[src/rtl/if_fetch_queue.sv]
// Decoupled instruction-fetch front end: owns the fetch PC and buffers {pc, instr} pairs for decode.
// Define FETCH_BYPASS_EN to let an empty queue forward the current fetch straight to dequeue.
module if_fetch_queue #(
    parameter int              XLEN     = 32,
    parameter int              DEPTH    = 4,
    parameter logic [XLEN-1:0] RESET_PC = '0
) (
    input  logic                     clk_i,
    input  logic                     rst_i,
    input  logic                     start_i,
    output logic [XLEN-1:0]          imem_addr_o,
    input  logic [31:0]              imem_instr_i,
    input  logic                     redirect_i,
    input  logic [XLEN-1:0]          redirect_pc_i,
    input  logic                     deq_ready_i,
    output logic                     deq_valid_o,
    output logic [XLEN-1:0]          deq_pc_o,
    output logic [31:0]              deq_instr_o,
    output logic [$clog2(DEPTH):0]   count_o
);
    localparam int PW = $clog2(DEPTH);
    localparam int CW = PW + 1;
    localparam logic [CW-1:0] FULL = CW'(DEPTH);

    typedef struct packed {
        logic [XLEN-1:0] pc;
        logic [31:0]     instr;
    } entry_t;

    entry_t          mem [DEPTH];
    entry_t          head;
    logic [XLEN-1:0] fetch_pc;
    logic [PW-1:0]   rd_ptr, wr_ptr;
    logic [CW-1:0]   count;
    logic            stored_vld, deq, push, wr_en, byp_vld;

    // Dequeue from storage is computed without the bypass term so push never loops back on itself.
    assign stored_vld = (count != '0) & ~redirect_i;
    assign deq        = stored_vld & deq_ready_i;
    assign push       = start_i & ~redirect_i & ((count != FULL) | deq);

`ifdef FETCH_BYPASS_EN
    assign byp_vld = (count == '0) & push;
    assign wr_en   = push & ~(byp_vld & deq_ready_i);
`else
    assign byp_vld = 1'b0;
    assign wr_en   = push;
`endif

    assign head        = mem[rd_ptr];
    assign imem_addr_o = fetch_pc;
    assign count_o     = count;

    always_comb begin
        deq_valid_o = stored_vld | byp_vld;
        deq_pc_o    = '0;
        deq_instr_o = '0;
        if (stored_vld) begin
            deq_pc_o    = head.pc;
            deq_instr_o = head.instr;
        end else if (byp_vld) begin
            deq_pc_o    = fetch_pc;
            deq_instr_o = imem_instr_i;
        end
    end

    always_ff @(posedge clk_i or posedge rst_i) begin
        if (rst_i) begin
            fetch_pc <= RESET_PC;
            rd_ptr   <= '0;
            wr_ptr   <= '0;
            count    <= '0;
        end else if (redirect_i) begin
            fetch_pc <= redirect_pc_i & ~XLEN'(3);
            rd_ptr   <= '0;
            wr_ptr   <= '0;
            count    <= '0;
        end else begin
            if (push)  fetch_pc <= fetch_pc + XLEN'(4);
            if (wr_en) wr_ptr   <= wr_ptr + 1'b1;
            if (deq)   rd_ptr   <= rd_ptr + 1'b1;
            count <= count + CW'(wr_en) - CW'(deq);
        end
    end

    // Storage needs no reset: entries are only observed while count says they are live.
    always_ff @(posedge clk_i) begin
        if (wr_en) mem[wr_ptr] <= '{pc: fetch_pc, instr: imem_instr_i};
    end
endmodule

[config.mk]
export PLATFORM = sky130hd
export DESIGN_NAME = if_fetch_queue
export DESIGN_NICKNAME = d
export VERILOG_FILES = /design/src/rtl/if_fetch_queue.sv
export SDC_FILE = /design/constraint.sdc
export NUM_CORES = 1
export LEC_CHECK = 0
export CAP_MARGIN = 25
export CORE_ASPECT_RATIO = 1.4
export CORE_MARGIN = 3
export CORE_UTILIZATION = 51
export CTS_BUF_LIST = sky130_fd_sc_hd__clkbuf_8
export DETAILED_ROUTE_END_ITERATION = 6
export PLACE_DENSITY = 0.87
export SLEW_MARGIN = 25
export SYNTH_ARGS = -nofsm -noshare
export SYNTH_HDL_FRONTEND = slang
export SYNTH_SLANG_ARGS = --single-unit
[constraint.sdc]
create_clock -name clk_i -period 3.29 [get_ports clk_i]
set_input_delay 0.658 -clock clk_i [delete_from_list [all_inputs] [get_ports clk_i]]
set_output_delay 0.658 -clock clk_i [all_outputs]
set_load 0.02 [all_outputs]
; ---- After elaboration in Yosys (flattened, before gate mapping)
; Memories as Yosys holds them, arrays and structs flattened.
; Cells that the tools add are included.
; Widths: inputs -> output; s select.
[classes]
n_addsub = 5
n_eq_ne = 1
mux = 11
n_bitwise = 6
reduce_logical = 3
[op_table]
columns = cell, count
row1 = $mux 32, 4
row2 = $add 32x3->32 const B, 1
row3 = $mux 2, 4
row4 = $add 2x1->2 const B, 2
row5 = $and 1x1->1, 4
row6 = $reduce_bool 2->1, 2
row7 = $add 3x1->3, 1
row8 = $mux 3, 1
row9 = $ne 3x3->1 const B, 1
row10 = $reduce_bool 3->1, 1
row11 = $sub 3x1->3, 1
row12 = $mux 1, 2
row13 = $not 1->1, 1
row14 = $or 1x1->1, 1
[totals]
reg_bits = 39
ramBits = 256
input_bits = 69
out_inout_bits = 100
mem_count = 1
[memory_table]
columns = memory, words, width, read_ports, rd_clocked_by_memory_dff, write_ports, line_no
row1 = mem, 4, 64, 1, 0, 1, 30  ; entry_t mem [DEPTH];

; ---- Longest topological paths before layout
[depth]
ltp_word = 8
mapped_depth = 13
mapped_depth_nobuf = 11

; ---- Least setup slack after synthesis
; Ideal clock, no wire load.
[synth_path]
path_type = input to register
startpoint = input deq_ready_i
endpoint = memory mem[0][0] in the netlist's numbering (enable)
arrival_time_ns = 2.835
path_slack_ns = 0.029
stages = 6
n_path_buf = 2
path_cell_list = nor4b_1 -> buf_6 -> nand2b_1 -> clkbuf_1 -> nor2_1 -> and2_1
[synth_via]
elab_chain_cells = 5
[synth_rtl]
columns = item, line_no
row1 = start: declaration, 15  ; input logic deq_ready_i,
row2 = $and 1x1->1, 39  ; assign deq = stored_vld & deq_ready_i;
row3 = $or 1x1->1, 40  ; assign push = start_i & ~redirect_i & ((count != FULL) | deq);
row4 = $and 1x1->1, 40
row5 = $mux 1, 88  ; if (wr_en) mem[wr_ptr] <= '{pc: fetch_pc, instr: imem_instr_i};
row6 = $mux 1 (implied by the code), 88
row7 = end: declaration, 30
; No other way between the ends.

; ---- Worst setup path after layout
[layout_path]
startpoint = input redirect_i
endpoint = output deq_instr_o[29]
[layout_via]
elab_chain_cells = 3
[layout_rtl]
columns = item, line_no
row1 = start: declaration, 13  ; input logic redirect_i,
row2 = $not 1->1, 38  ; assign stored_vld = (count != '0) & ~redirect_i;
row3 = $and 1x1->1, 38
row4 = $mux 32, 58  ; if (stored_vld) begin
row5 = end: declaration, 18  ; output logic [31:0] deq_instr_o,
; No other way between the ends.

==> results.sh <==
export IMPL_synth_seq_cells=285
export IMPL_slew_headroom_pct=34.0
export IMPL_ys_warn_count=0
export IMPL_antenna_cells=0
export IMPL_cp_max_fo=45
export IMPL_ys_seq_area_share_pct=71.7
export IMPL_vdd_drop_max_mv=0.361
export IMPL_dieArea_um2=24800
export IMPL_clk_pin_slew_ns=0.06
export IMPL_p_per_area_nw_per_um2=623
export IMPL_yosysTopAreaCell="edfxtp_1"
export IMPL_drt_vias_per_instance=5.65
export IMPL_clk_latency_ns=0.51
export IMPL_dp_cells=1092
export IMPL_critical_path_class="in -> out"
export IMPL_grtUsageTotal_pct=20.1
export IMPL_synth_common_cells="248 x edfxtp_1, 69 x and2_1, 62 x mux4_2, 37 x dfrtp_1, 26 x clkbuf_1"
export IMPL_fin_crit_sh_pct=98.0
export IMPL_cts_inserted_buffers=41
export IMPL_syn_area_um2=11700
export IMPL_root_buffer="clkbuf_8"
export IMPL_wl_mm=24.4
export IMPL_worstSetupEndpointType="output pin"
export IMPL_fin_crit_ns=3.22
export IMPL_yosys_cell_types_count=43
export IMPL_start_util_pct=52.6
export IMPL_grt_pass1_vias=6977
export IMPL_r2r_end="imem_addr_o[22]$_DFFE_PP0N_"
export IMPL_timing_final_max_slew_violations=0
export IMPL_rows=64
export IMPL_r2r_start="imem_addr_o[7]$_DFFE_PP0N_"
export IMPL_drive_gt1_share_pct=17.1
export IMPL_drt_first_pass_iters=5
export IMPL_io_buffer_count=162
export IMPL_first_iter_violations=387
export IMPL_vias=6586
export IMPL_antenna_found_initial=0
export IMPL_worst_pin_slew_ns=0.990
export IMPL_async_flop_share_pct=13.0
export IMPL_synthToLayoutAreaGrowth_pct=23.8
export IMPL_fin_worst_skew_ns=0.0252
export IMPL_h_tree_depth=2
export IMPL_synth_most_common_cell="edfxtp_1"
export IMPL_clock_sinks=285
export IMPL_ys_flop_type="edfxtp_1"
export IMPL_fmax_ghz=0.310
export IMPL_synth_edff_count=248
export IMPL_cts_buffer_depth=3
export IMPL_p_leak_nw=4.94
export IMPL_reg2reg_slack_ns=0.74
export IMPL_core_um2=22200
export IMPL_cts_tree="built"
export IMPL_hold_viol=0
export IMPL_overflow=0
export IMPL_dp_hpwl_mm=14.8
export IMPL_die_width_um=134
export IMPL_final_antenna_net_count=0
export IMPL_cap_violations=0
export IMPL_grt_max_degree=63
export IMPL_fp_dieH_um=185
export IMPL_worstPathRequired_ns=2.63
export IMPL_rsz0062_at_grt="no"
export IMPL_syn_inst=658
export IMPL_ff2ff_path_depth=4
export IMPL_synth_top_area_share_pct=63.8
export IMPL_crit_arrival_ns=2.57
export IMPL_setup_violations=0
export IMPL_startpoint_type="input pin"
export IMPL_nets=917
export IMPL_hp_class="in -> async"
export IMPL_io_pins=169
export IMPL_ys_top_cells_by_area="edfxtp_1 64%, mux4_2 12%, dfrtp_1 7.9%"
export IMPL_status="completed"
export IMPL_place_congestion=0.797
export IMPL_syn_area_per_cell_um2=17.7
export IMPL_stdcell_count=1165
export IMPL_drc_errors=0
export IMPL_tns_ns=0
export IMPL_wire_per_inst_um=20.9
export IMPL_grt_pass1_wl_mm=38.5
## worst max-delay path, cell delays in order
cell	delay, ns
clkdlybuf4s50_1	0.44
or2_2	0.34
inv_2	0.10
buf_12	0.21
and2_1	0.17
clkdlybuf4s50_1	0.62
## power by group
part | internal, mW | leakage [nW] | switching, mW | total, mW
logic | 1.04 | 1.81 | 0.994 | 2.03
registers | 4.17 | 2.68 | 0.169 | 4.34
clock network | 1.39 | 0.452 | 1.23 | 2.62
## state kept, by name (all words and copies together), names as in the netlist
signal and cells:
count_o 3, imem_addr_o 30, mem 248, rd_ptr 2
wr_ptr 2
## what timing repair did
item                       CTS  global route
buffers inserted             2             0
resized for setup            0            10
setup endpoints to repair   41            53
hold endpoints to repair     0             0
cloned                       0             0
hold buffers                 0             0
## cells by family after synthesis
| kind of cell | synth area share (%) |
|---|---|
| flops | 71.7 |
| simple gates | 9.12 |
| mux | 12.2 |
| buf+inv | 2.18 |
| compound gates | 2.81 |
| xor+xnor | 0.975 |
| fa+ha+maj | 0.922 |
| other cells | 0.0321 |
## layer usage
metal,wire [um],part of all wire (%),global-route usage (%),up-vias
met3,1310,5.4,3.21,55
met5,0,0,0,-
li1,-,-,-,2961
met1,9570,39,25.6,3317
met4,722,3.0,7.25,0
met2,12800,52,35.1,253
## layout make-up
cell class / count / area [um^2]
flip-flops and latches: 285 / 8380
fillers: 1575 / 7730
multi-input cells: 321 / 3070
clock inverters: 27 / 160
clock buffers: 44 / 606
inverters: 14 / 52.6
well taps: 297 / 372
repair buffers: 177 / 1800
## metrics by stage
| step | utilization, % | setup WS (ns) | cell area, um^2 | total power [mW] | hold slack [ns] |
|---|---|---|---|---|---|
| finish | 65.1 | 0.0658 | 14400 | 9.00 | 0.574 |
| global route | 65.1 | 0.00146 | 14400 | 9.40 | 0.620 |
| CTS | 65.0 | 0.0274 | 14400 | 9.10 | 0.576 |
| detailed placement | 61.5 | 0.0380 | 13600 | 6.47 | 0.593 |
| global placement | 61.5 | 0.0563 | 13600 | 6.41 | 0.568 |
| floorplan | - | 0.0288 | 11700 | 5.58 | 0.542 |
## cell usage in the layout, fill, tap and decap left out, types with 3 or more instances in the layout
cell and count:
a22oi_1 3, a31o_2 3, a31oi_1 14, and2_1 65, and2_4 4, and3_1 3
and4_1 6, buf_12 4, buf_4 13, clkbuf_8 44, clkdlybuf4s50_1 150, clkinv_1 5
clkinv_2 5, conb_1 4, dfrtp_1 34, dlymetal6s2s_1 8, edfxtp_1 248, ha_1 7
inv_1 28, mux4_2 62, nand2_1 19, nand3_1 13, nand4_1 8, nor2_1 24
nor2b_1 4, nor4_1 5, o211ai_1 4, o21ai_0 15, o31ai_1 8, or3_1 6
or4_1 9, xnor2_1 11
## worst max path at each step
stage | slack (ns) | cells past startpoint | to | start
detailed placement | 0.04 | 6 | deq_instr_o[30] | redirect_i
CTS | 0.03 | 4 | deq_pc_o[23] | rd_ptr[0]$_DFFE_PP0P_
global placement | 0.06 | 6 | deq_instr_o[30] | redirect_i
finish | 0.07 | 6 | deq_instr_o[29] | redirect_i
floorplan | 0.03 | 6 | mem[0][0]$_DFFE_PP_ | deq_ready_i
global route | 0.001 | 6 | deq_instr_o[26] | redirect_i
Power figures use the tool's default switching activity.
